===== src/rtl/uart_pkg.sv =====
// Shared definitions for the UART word assembler: FSM state encoding
// and the mapping from byte count to byte lane inside the word.
package uart_pkg;

    localparam logic [0:0] ST_IDLE    = 1'b0;
    localparam logic [0:0] ST_COLLECT = 1'b1;

    // Lane (0 = least significant byte) that the next received byte occupies,
    // given how many bytes are already held in the partial word.
    function automatic logic [2:0] byte_pos(
        input logic [3:0] cnt,
        input int         bytes,
        input bit         msb_first
    );
        int p;
        if (msb_first) begin
            p = bytes - 1 - int'(cnt);
        end else begin
            p = int'(cnt);
        end
        return 3'(p);
    endfunction

endpackage


===== src/rtl/uart_word_assembler_idle_timer.sv =====
// Idle-cycle counter for the partial-word timeout. Counts enabled cycles
// and flags the cycle in which the TIMEOUT_CYC-th idle cycle is reached.
// TIMEOUT_CYC = 0 disables the timer entirely.
module idle_timer #(
    parameter int TIMEOUT_CYC = 1000
) (
    input  logic clk,
    input  logic rst_n,
    input  logic clr,
    input  logic en,
    output logic expired
);

    localparam int TW     = (TIMEOUT_CYC < 2) ? 1 : $clog2(TIMEOUT_CYC);
    localparam int LAST_I = (TIMEOUT_CYC > 0) ? TIMEOUT_CYC - 1 : 0;
    localparam logic [TW-1:0] LAST = TW'(LAST_I);

    logic [TW-1:0] cnt_q;
    logic [TW-1:0] cnt_d;

    // The count value equals the number of idle cycles already completed,
    // so the current cycle is the last one when cnt_q == TIMEOUT_CYC-1.
    assign expired = (TIMEOUT_CYC != 0) && en && (cnt_q == LAST);

    // Next count: restart on clear, hold once expiry is reached.
    always_comb begin
        cnt_d = cnt_q;
        if (clr) begin
            cnt_d = '0;
        end else if (en && !expired) begin
            cnt_d = cnt_q + 1'b1;
        end
    end

    // Idle counter register.
    always_ff @(posedge clk or negedge rst_n) begin
        if (!rst_n) begin
            cnt_q <= '0;
        end else begin
            cnt_q <= cnt_d;
        end
    end

endmodule


===== src/rtl/uart_word_assembler.sv =====
// Assembles a stream of UART bytes into BYTES-wide words with a
// valid/ready output register, overflow flag, flush and idle timeout.
module uart_word_assembler
    import uart_pkg::*;
#(
    parameter int BYTES       = 4,
    parameter int MSB_FIRST   = 1,
    parameter int TIMEOUT_CYC = 1000
) (
    input  logic                       clk,
    input  logic                       rst_n,
    input  logic [7:0]                 byte_i,
    input  logic                       byte_valid_i,
    input  logic                       flush_i,
    output logic [8*BYTES-1:0]         word_o,
    output logic                       word_valid_o,
    input  logic                       word_ready_i,
    output logic [$clog2(BYTES+1)-1:0] byte_cnt_o,
    output logic                       overflow_o,
    output logic                       timeout_o,
    input  logic                       clr_ovf_i
);

    localparam int CW = $clog2(BYTES + 1);
    localparam int WW = 8 * BYTES;
    localparam logic [CW-1:0] LAST_CNT = CW'(BYTES - 1);

    logic [0:0]    state_q, state_d;
    logic [CW-1:0] cnt_q, cnt_d;
    logic [WW-1:0] buf_q, buf_d;
    logic [WW-1:0] word_q;
    logic          valid_q;
    logic          ovf_q;
    logic          tmo_q;

    logic [CW-1:0] base_cnt;
    logic [2:0]    pos;
    logic [WW-1:0] merged;
    logic          complete;
    logic          load;
    logic          drop;
    logic          tmr_clr;
    logic          tmr_en;
    logic          expired;

    // A flush in the same cycle as a byte makes that byte the first of a new word.
    assign base_cnt = flush_i ? '0 : cnt_q;
    assign pos      = byte_pos(4'(base_cnt), BYTES, MSB_FIRST != 0);
    assign complete = byte_valid_i && (base_cnt == LAST_CNT);

    // Partial word with the incoming byte dropped into its lane.
    generate
        for (genvar gi = 0; gi < BYTES; gi++) begin : g_lane
            assign merged[8*gi +: 8] = (byte_valid_i && (pos == 3'(gi))) ? byte_i :
                                       (flush_i ? 8'h00 : buf_q[8*gi +: 8]);
        end
    endgenerate

    // A completed word is dropped only if the output register is full and not draining.
    assign load = complete && (!valid_q || word_ready_i);
    assign drop = complete && valid_q && !word_ready_i;

    // Timer runs only on genuinely idle COLLECT cycles, so a byte or flush wins over expiry.
    assign tmr_clr = byte_valid_i || flush_i || (state_q == ST_IDLE);
    assign tmr_en  = (state_q == ST_COLLECT) && !byte_valid_i && !flush_i;

    idle_timer #(
        .TIMEOUT_CYC(TIMEOUT_CYC)
    ) u_idle_timer (
        .clk    (clk),
        .rst_n  (rst_n),
        .clr    (tmr_clr),
        .en     (tmr_en),
        .expired(expired)
    );

    // Assembly FSM: next state, byte count and partial-word buffer.
    always_comb begin
        state_d = state_q;
        cnt_d   = cnt_q;
        buf_d   = buf_q;
        if (byte_valid_i) begin
            if (complete) begin
                state_d = ST_IDLE;
                cnt_d   = '0;
                buf_d   = '0;
            end else begin
                state_d = ST_COLLECT;
                cnt_d   = base_cnt + 1'b1;
                buf_d   = merged;
            end
        end else if (flush_i || expired) begin
            state_d = ST_IDLE;
            cnt_d   = '0;
            buf_d   = '0;
        end
    end

    // Assembly state registers.
    always_ff @(posedge clk or negedge rst_n) begin
        if (!rst_n) begin
            state_q <= ST_IDLE;
            cnt_q   <= '0;
            buf_q   <= '0;
        end else begin
            state_q <= state_d;
            cnt_q   <= cnt_d;
            buf_q   <= buf_d;
        end
    end

    // Output word register with valid/ready handshake; a load overrides a drain.
    always_ff @(posedge clk or negedge rst_n) begin
        if (!rst_n) begin
            word_q  <= '0;
            valid_q <= 1'b0;
        end else if (load) begin
            word_q  <= merged;
            valid_q <= 1'b1;
        end else if (valid_q && word_ready_i) begin
            valid_q <= 1'b0;
        end
    end

    // Sticky overflow flag; a new drop beats a coincident clear.
    always_ff @(posedge clk or negedge rst_n) begin
        if (!rst_n) begin
            ovf_q <= 1'b0;
        end else if (drop) begin
            ovf_q <= 1'b1;
        end else if (clr_ovf_i) begin
            ovf_q <= 1'b0;
        end
    end

    // One-cycle timeout pulse following the discard.
    always_ff @(posedge clk or negedge rst_n) begin
        if (!rst_n) begin
            tmo_q <= 1'b0;
        end else begin
            tmo_q <= expired;
        end
    end

    assign word_o       = word_q;
    assign word_valid_o = valid_q;
    assign byte_cnt_o   = cnt_q;
    assign overflow_o   = ovf_q;
    assign timeout_o    = tmo_q;

endmodule


===== config.mk =====
export PLATFORM = sky130hd
export DESIGN_NAME = uart_word_assembler
export DESIGN_NICKNAME = d
export VERILOG_FILES = /design/src/rtl/uart_pkg.sv /design/src/rtl/uart_word_assembler_idle_timer.sv /design/src/rtl/uart_word_assembler.sv
export SDC_FILE = /design/constraint.sdc
export NUM_CORES = 1
export LEC_CHECK = 0
export ABC_CLOCK_PERIOD_IN_PS = 4700
export CORE_MARGIN = 3
export CORE_UTILIZATION = 59
export CTS_BUF_LIST = sky130_fd_sc_hd__clkbuf_8
export DETAILED_ROUTE_END_ITERATION = 8
export HOLD_SLACK_MARGIN = 0.1
export PLACE_DENSITY_LB_ADDON = 0.3
export SYNTH_ARGS = -nofsm -noshare
export SYNTH_HDL_FRONTEND = slang
export SYNTH_SLANG_ARGS = --single-unit

===== constraint.sdc =====
create_clock -name clk -period 4.7 [get_ports clk]
set_input_delay 0.705 -clock clk [delete_from_list [all_inputs] [get_ports clk]]
set_output_delay 0.705 -clock clk [all_outputs]
set_load 0.05 [all_outputs]

Yosys cells after proc, flatten, opt, wreduce, memory -nomap -nowiden. Cells that the tools add are included.

Register bits: 81. Input bits: 14. Output and inout bits: 38. Word-level logic and storage cells: 68.

$add $sub $neg: 3. Equality and inequality tests: 5. Mux-type cells: 24. Bitwise operators: 1. Reductions and logical operators: 27.

Operator list (number): $mux W32 (3); $mux W8 (8); $mux W10 (2); $logic_and A1 B1 Y1 (13); $mux W3 (4); $add A10 B1 Y10 const B (1); $eq A10 B10 Y1 const B (1); $eq A3 B2 Y1 const B (3); $reduce_bool A2 Y1 (4); $mux W1 (7); $logic_not A1 Y1 (5); $logic_or A1 B1 Y1 (4); $add A3 B1 Y3 const B (1); $eq A3 B1 Y1 const B (1); $logic_not A3 Y1 (1); $sub A2 B3 Y3 const A (1); $not A1 Y1 (1).

Logic depth before layout (Yosys ltp).
Depth in word-level cells: 8. Mapped depth: 8.

Modules after synthesis. Synthesis repeated with hierarchy kept, for this count alone.

Cell total of the unflattened synthesis: 311. Area total of the unflattened synthesis: 3968.8 um^2.

By module, submodules not included: uart_word_assembler (times used 1, cells each 248, area each 3359.5 um^2, sequential area each 1776.7 um^2); idle_timer (times used 1, cells each 63, area each 609.3 um^2, sequential area each 250.2 um^2).

Worst setup path after synthesis. Ideal clock, no wire load.

Kind: register to register. Start point: register cnt_q[0] (netlist: byte_cnt_o[0]). End point: register buf_q[0]. Arrival: 2.066 ns. Setup slack: 2.568 ns. Stages on the path, launching flop included: 9. Buffers on the path: 2. Clock period less this slack: 2.132 ns. Cells stage by stage: dfrtp_1 > buf_2 > nand2b_1 > nor2_1 > ha_1 > buf_2 > nand2_1 > nor2_1 > a22o_1.

Longest elaborated chain between the ends: 7. Elaborated cells between the ends (all ways): 9. Classes of those cells: add/sub: 1; eq/ne: 1; mux: 4; reduce/logical: 3.

RTL lines: start, declared (line uart_word_assembler.sv:29) `logic [CW-1:0] cnt_q, cnt_d;`; start signal, assigned (line uart_word_assembler.sv:107) `cnt_q <= cnt_d;`; $mux W3 (*) (line uart_word_assembler.sv:47) `assign base_cnt = flush_i ? '0 : cnt_q;`; $sub A2 B3 Y3 (line uart_pkg.sv:17) `p = bytes - 1 - int'(cnt);`; $logic_not A3 Y1 (line uart_word_assembler.sv:54) `assign merged[8*gi +: 8] = (byte_valid_i && (pos == 3'(gi))) ? byte_i :`; $logic_and A1 B1 Y1 (line uart_word_assembler.sv:54); $mux W8 (line uart_word_assembler.sv:54); $mux W32 (*) (line uart_word_assembler.sv:83) `if (complete) begin`; $mux W32 (*) (line uart_word_assembler.sv:82) `if (byte_valid_i) begin`; end signal, assigned (line uart_word_assembler.sv:108) `buf_q <= buf_d;`; end, declared (line uart_word_assembler.sv:30) `logic [WW-1:0] buf_q, buf_d;`.

Every way passes the cells marked *; elsewhere a longest branch is shown, timed or not. A chain may end at the register's enable or synchronous reset.

Worst setup path in the final report.
Start point: input port flush_i. End point: register buf_q[0].

Longest elaborated chain between the ends: 7. Elaborated cells between the ends (all ways): 15. Classes of those cells: add/sub: 1; eq/ne: 1; mux: 5; reduce/logical: 8.

RTL lines: start, declared (line uart_word_assembler.sv:14) `input logic flush_i,`; $mux W3 (line uart_word_assembler.sv:47); $sub A2 B3 Y3 (line uart_pkg.sv:17); $logic_not A3 Y1 (line uart_word_assembler.sv:54); $logic_and A1 B1 Y1 (line uart_word_assembler.sv:54); $mux W8 (line uart_word_assembler.sv:54); $mux W32 (line uart_word_assembler.sv:83); $mux W32 (line uart_word_assembler.sv:82).

Parallel ways exist; a longest one is shown, timed or not.

==> qor.csv <==
metric,value,unit
status,completed,
gp_congestion,0.844,
cp-start-kind,primary input,
core,0.00527,sq mm
fillerInstances,347,
drtIter0Drc,219,
synth_cell_types,36,
r2r_setup_slack,2.25,ns
setup_viol,0,
antenna_found_initial,0,
synth_ff_type,dfrtp_1,
cap_violations,0,
yosysWarnings,0,
drive_gt1_share,11.1,%
clk_pin_slew_worst_paths,0.08,ns
synth-seq-cells,81,
reg2reg_from,byte_cnt_o[0],
crit_fanout,16,
drc_errors,0,
layout.cells.non_filler,404,
synth_nets,293,
dieArea,0.00656,sq mm
areaGrowthSynthToFinish,24.9,%
end_kind,flip-flop,
rsz0062_at_grt,false,
syn_avg_cell_area,12.0,sq um
fin_skew,0.00900,ns
worstSkewPairLatency,0.35,ns
slowest_delay,0.66,ns
grt_remaining_overflow,0,
pin_count,52,
min_from,buf_q[17],
post-dp-hpwl,4.83,mm
root_buffer,clkbuf_8,
num_vias,2428,
seq_area_frac_synth,61.1,%
required,4.98,ns
whs,0.500,ns
post_cts_resized,0,
slowest_stage,clkdlybuf4s50_1,
cp_cell_sequence,"clkdlybuf4s50_1, nand2b_1, nor2_1, ha_1, nand2_1, nor2_1, a22o_1",
cts_hold_buf,0,
htree_levels,3,
fin_crit,3.08,ns
final_common_cell,dfrtp_1,
syn-cell-area,0.00332,sq mm
die_w,81.0,microns
synth-edff-count,0,
port-buffer-count,51,
period_share,65.5,%
tns,0,ns
initial_core_util,63.0,%
numCtsBuffers,9,
track_usage,24.5,%
row_count,26,
grt_pass1_wl,11.9,mm
p_per_area,499,mW/mm^2
post_drt_wl_per_cell,18.0,microns
drt_first_pass_iters,4,
timing.final.hold_violations,0,
ff2ff_path_depth,6,
antenna-diode-count,0,
dieHeight,81.0,microns
fin_util,78.7,%
post-cts-setup-buffers,0,
placed_cells,388,
irDropWorstVdd,0.000294,V
postRouteAntennaNets,0,
synthArstFlopShare,100,%
cts_num_sinks,81,
cts_buffer_depth,2,
r2r_end,buf_q[0],
maxSlewViolCount,0,
grt_max_degree,82,
worstPathArrival,3.36,ns
max_freq,325,MHz
relSlewSlack,34.5,%
grt_pass1_vias,2347,
drt-total-wl,7.29,mm
via_per_inst,6.01,
final_cell_mix,"81 x dfrtp_1, 50 x clkdlybuf4s50_1, 34 x a22o_1",
power_leakage,1.82,nW
hold_path_depth,1,
syn-instance-count,277,
cts_tree,built,
worstSetupPathType,primary input to flip-flop,
final_nets,345,
hp-class,flip-flop to flip-flop,
min_to,buf_q[17],
cp_common_cell,nor2_1,
worstMarginPinSlew,0.975,ns
## logic make-up (layout without fill, tap and decap cells)
| logic type | count (synthesis) | after routing | synth area share, % |
|---|---|---|---|
| mux | 17 | 17 | 5.73 |
| buf+inv | 14 | 71 | 1.92 |
| simple gates | 91 | 91 | 14.0 |
| xor+xnor | 7 | 7 | 1.85 |
| compound gates | 65 | 65 | 14.6 |
| flops | 81 | 81 | 61.1 |
| fa+ha+maj | 2 | 2 | 0.754 |
## stage by stage
step                      setup WS [ns]  power (mW)  area [sq um]
final                              1.62        2.07          4150
after CTS                          1.69        2.08          4150
after floorplan                    2.57        1.20          3320
after global routing               1.42        2.14          4150
after global placement             1.45        1.39          3870
after detailed placement           1.35        1.40          3870
## report_power, final
part	total [mW]	switching, mW	leakage [nW]	internal [mW]
Clock	0.685	0.250	0.140	0.435
Combinational	0.555	0.371	0.597	0.184
Sequential	0.830	0.0490	1.08	0.781
Total	2.07	0.670	1.82	1.40
## metal layers
metal	GRT usage [%]	part of all wire, %	wire (microns)
met1	33.3	45	3270
met2	39.2	49	3560
met3	6.21	5.0	365
met4	7.26	1.2	85
met5	0	0	0
## final cells by class
type | instances | area (sq um) | area share (%)
clock inverters | 5 | 125 | 3.02
flip-flops and latches | 81 | 2030 | 48.9
repair buffers | 52 | 515 | 12.4
multi-input cells | 182 | 1230 | 29.6
inverters | 3 | 11.3 | 0.272
well taps | 70 | 87.6 | 2.11
clock buffers | 11 | 151 | 3.65
## worst max-delay path by stage
stage | from | cells past startpoint | to
2_1_floorplan | byte_cnt_o[0] | 8 | buf_q[0]
3_3_place_gp | flush_i | 7 | buf_q[0]
3_5_place_dp | flush_i | 7 | buf_q[1]
4_1_cts | flush_i | 7 | buf_q[0]
5_1_grt | flush_i | 7 | buf_q[1]
6_report | flush_i | 7 | buf_q[0]
## Yosys cell counts (all sizes together) (2+ instances only)
| cell | n | area [sq um] |
|---|---|---|
| nor2b | 2 | 12.5 |
| inv | 3 | 11.3 |
| nand2 | 16 | 60.1 |
| nor4 | 3 | 33.8 |
| a21oi | 10 | 50.1 |
| clkbuf | 4 | 15.0 |
| xnor2 | 4 | 35.0 |
| a22o | 34 | 298 |
| o21ai | 6 | 33.8 |
| buf | 7 | 37.5 |
| dfrtp | 81 | 2030 |
| o22ai | 3 | 18.8 |
| nor2 | 31 | 116 |
| ha | 2 | 25.0 |
| nand3b | 8 | 60.1 |
| and2b | 2 | 15.0 |
| nand2b | 5 | 31.3 |
| a31oi | 8 | 50.1 |
| nand3 | 12 | 60.1 |
| mux2 | 16 | 180 |
| xor2 | 3 | 26.3 |
| nor3 | 7 | 35.0 |
## flip-flops by register name (all words and copies together) (netlist names)
signal / count
timeout_o: 1
word_o: 32
buf_q: 32
byte_cnt_o: 3
u_idle_timer.cnt_q: 10
overflow_o: 1
state_q: 1
word_valid_o: 1
## critical path: cells and delay by family
family                     cells  cell delay, ns
buffers and inverters          1            0.66
adders and majority gates      1            0.38
AOI/OAI and AO/OA              1            0.25
and+or+nand+nor                4            1.36
Power figures use the tool's default switching activity.
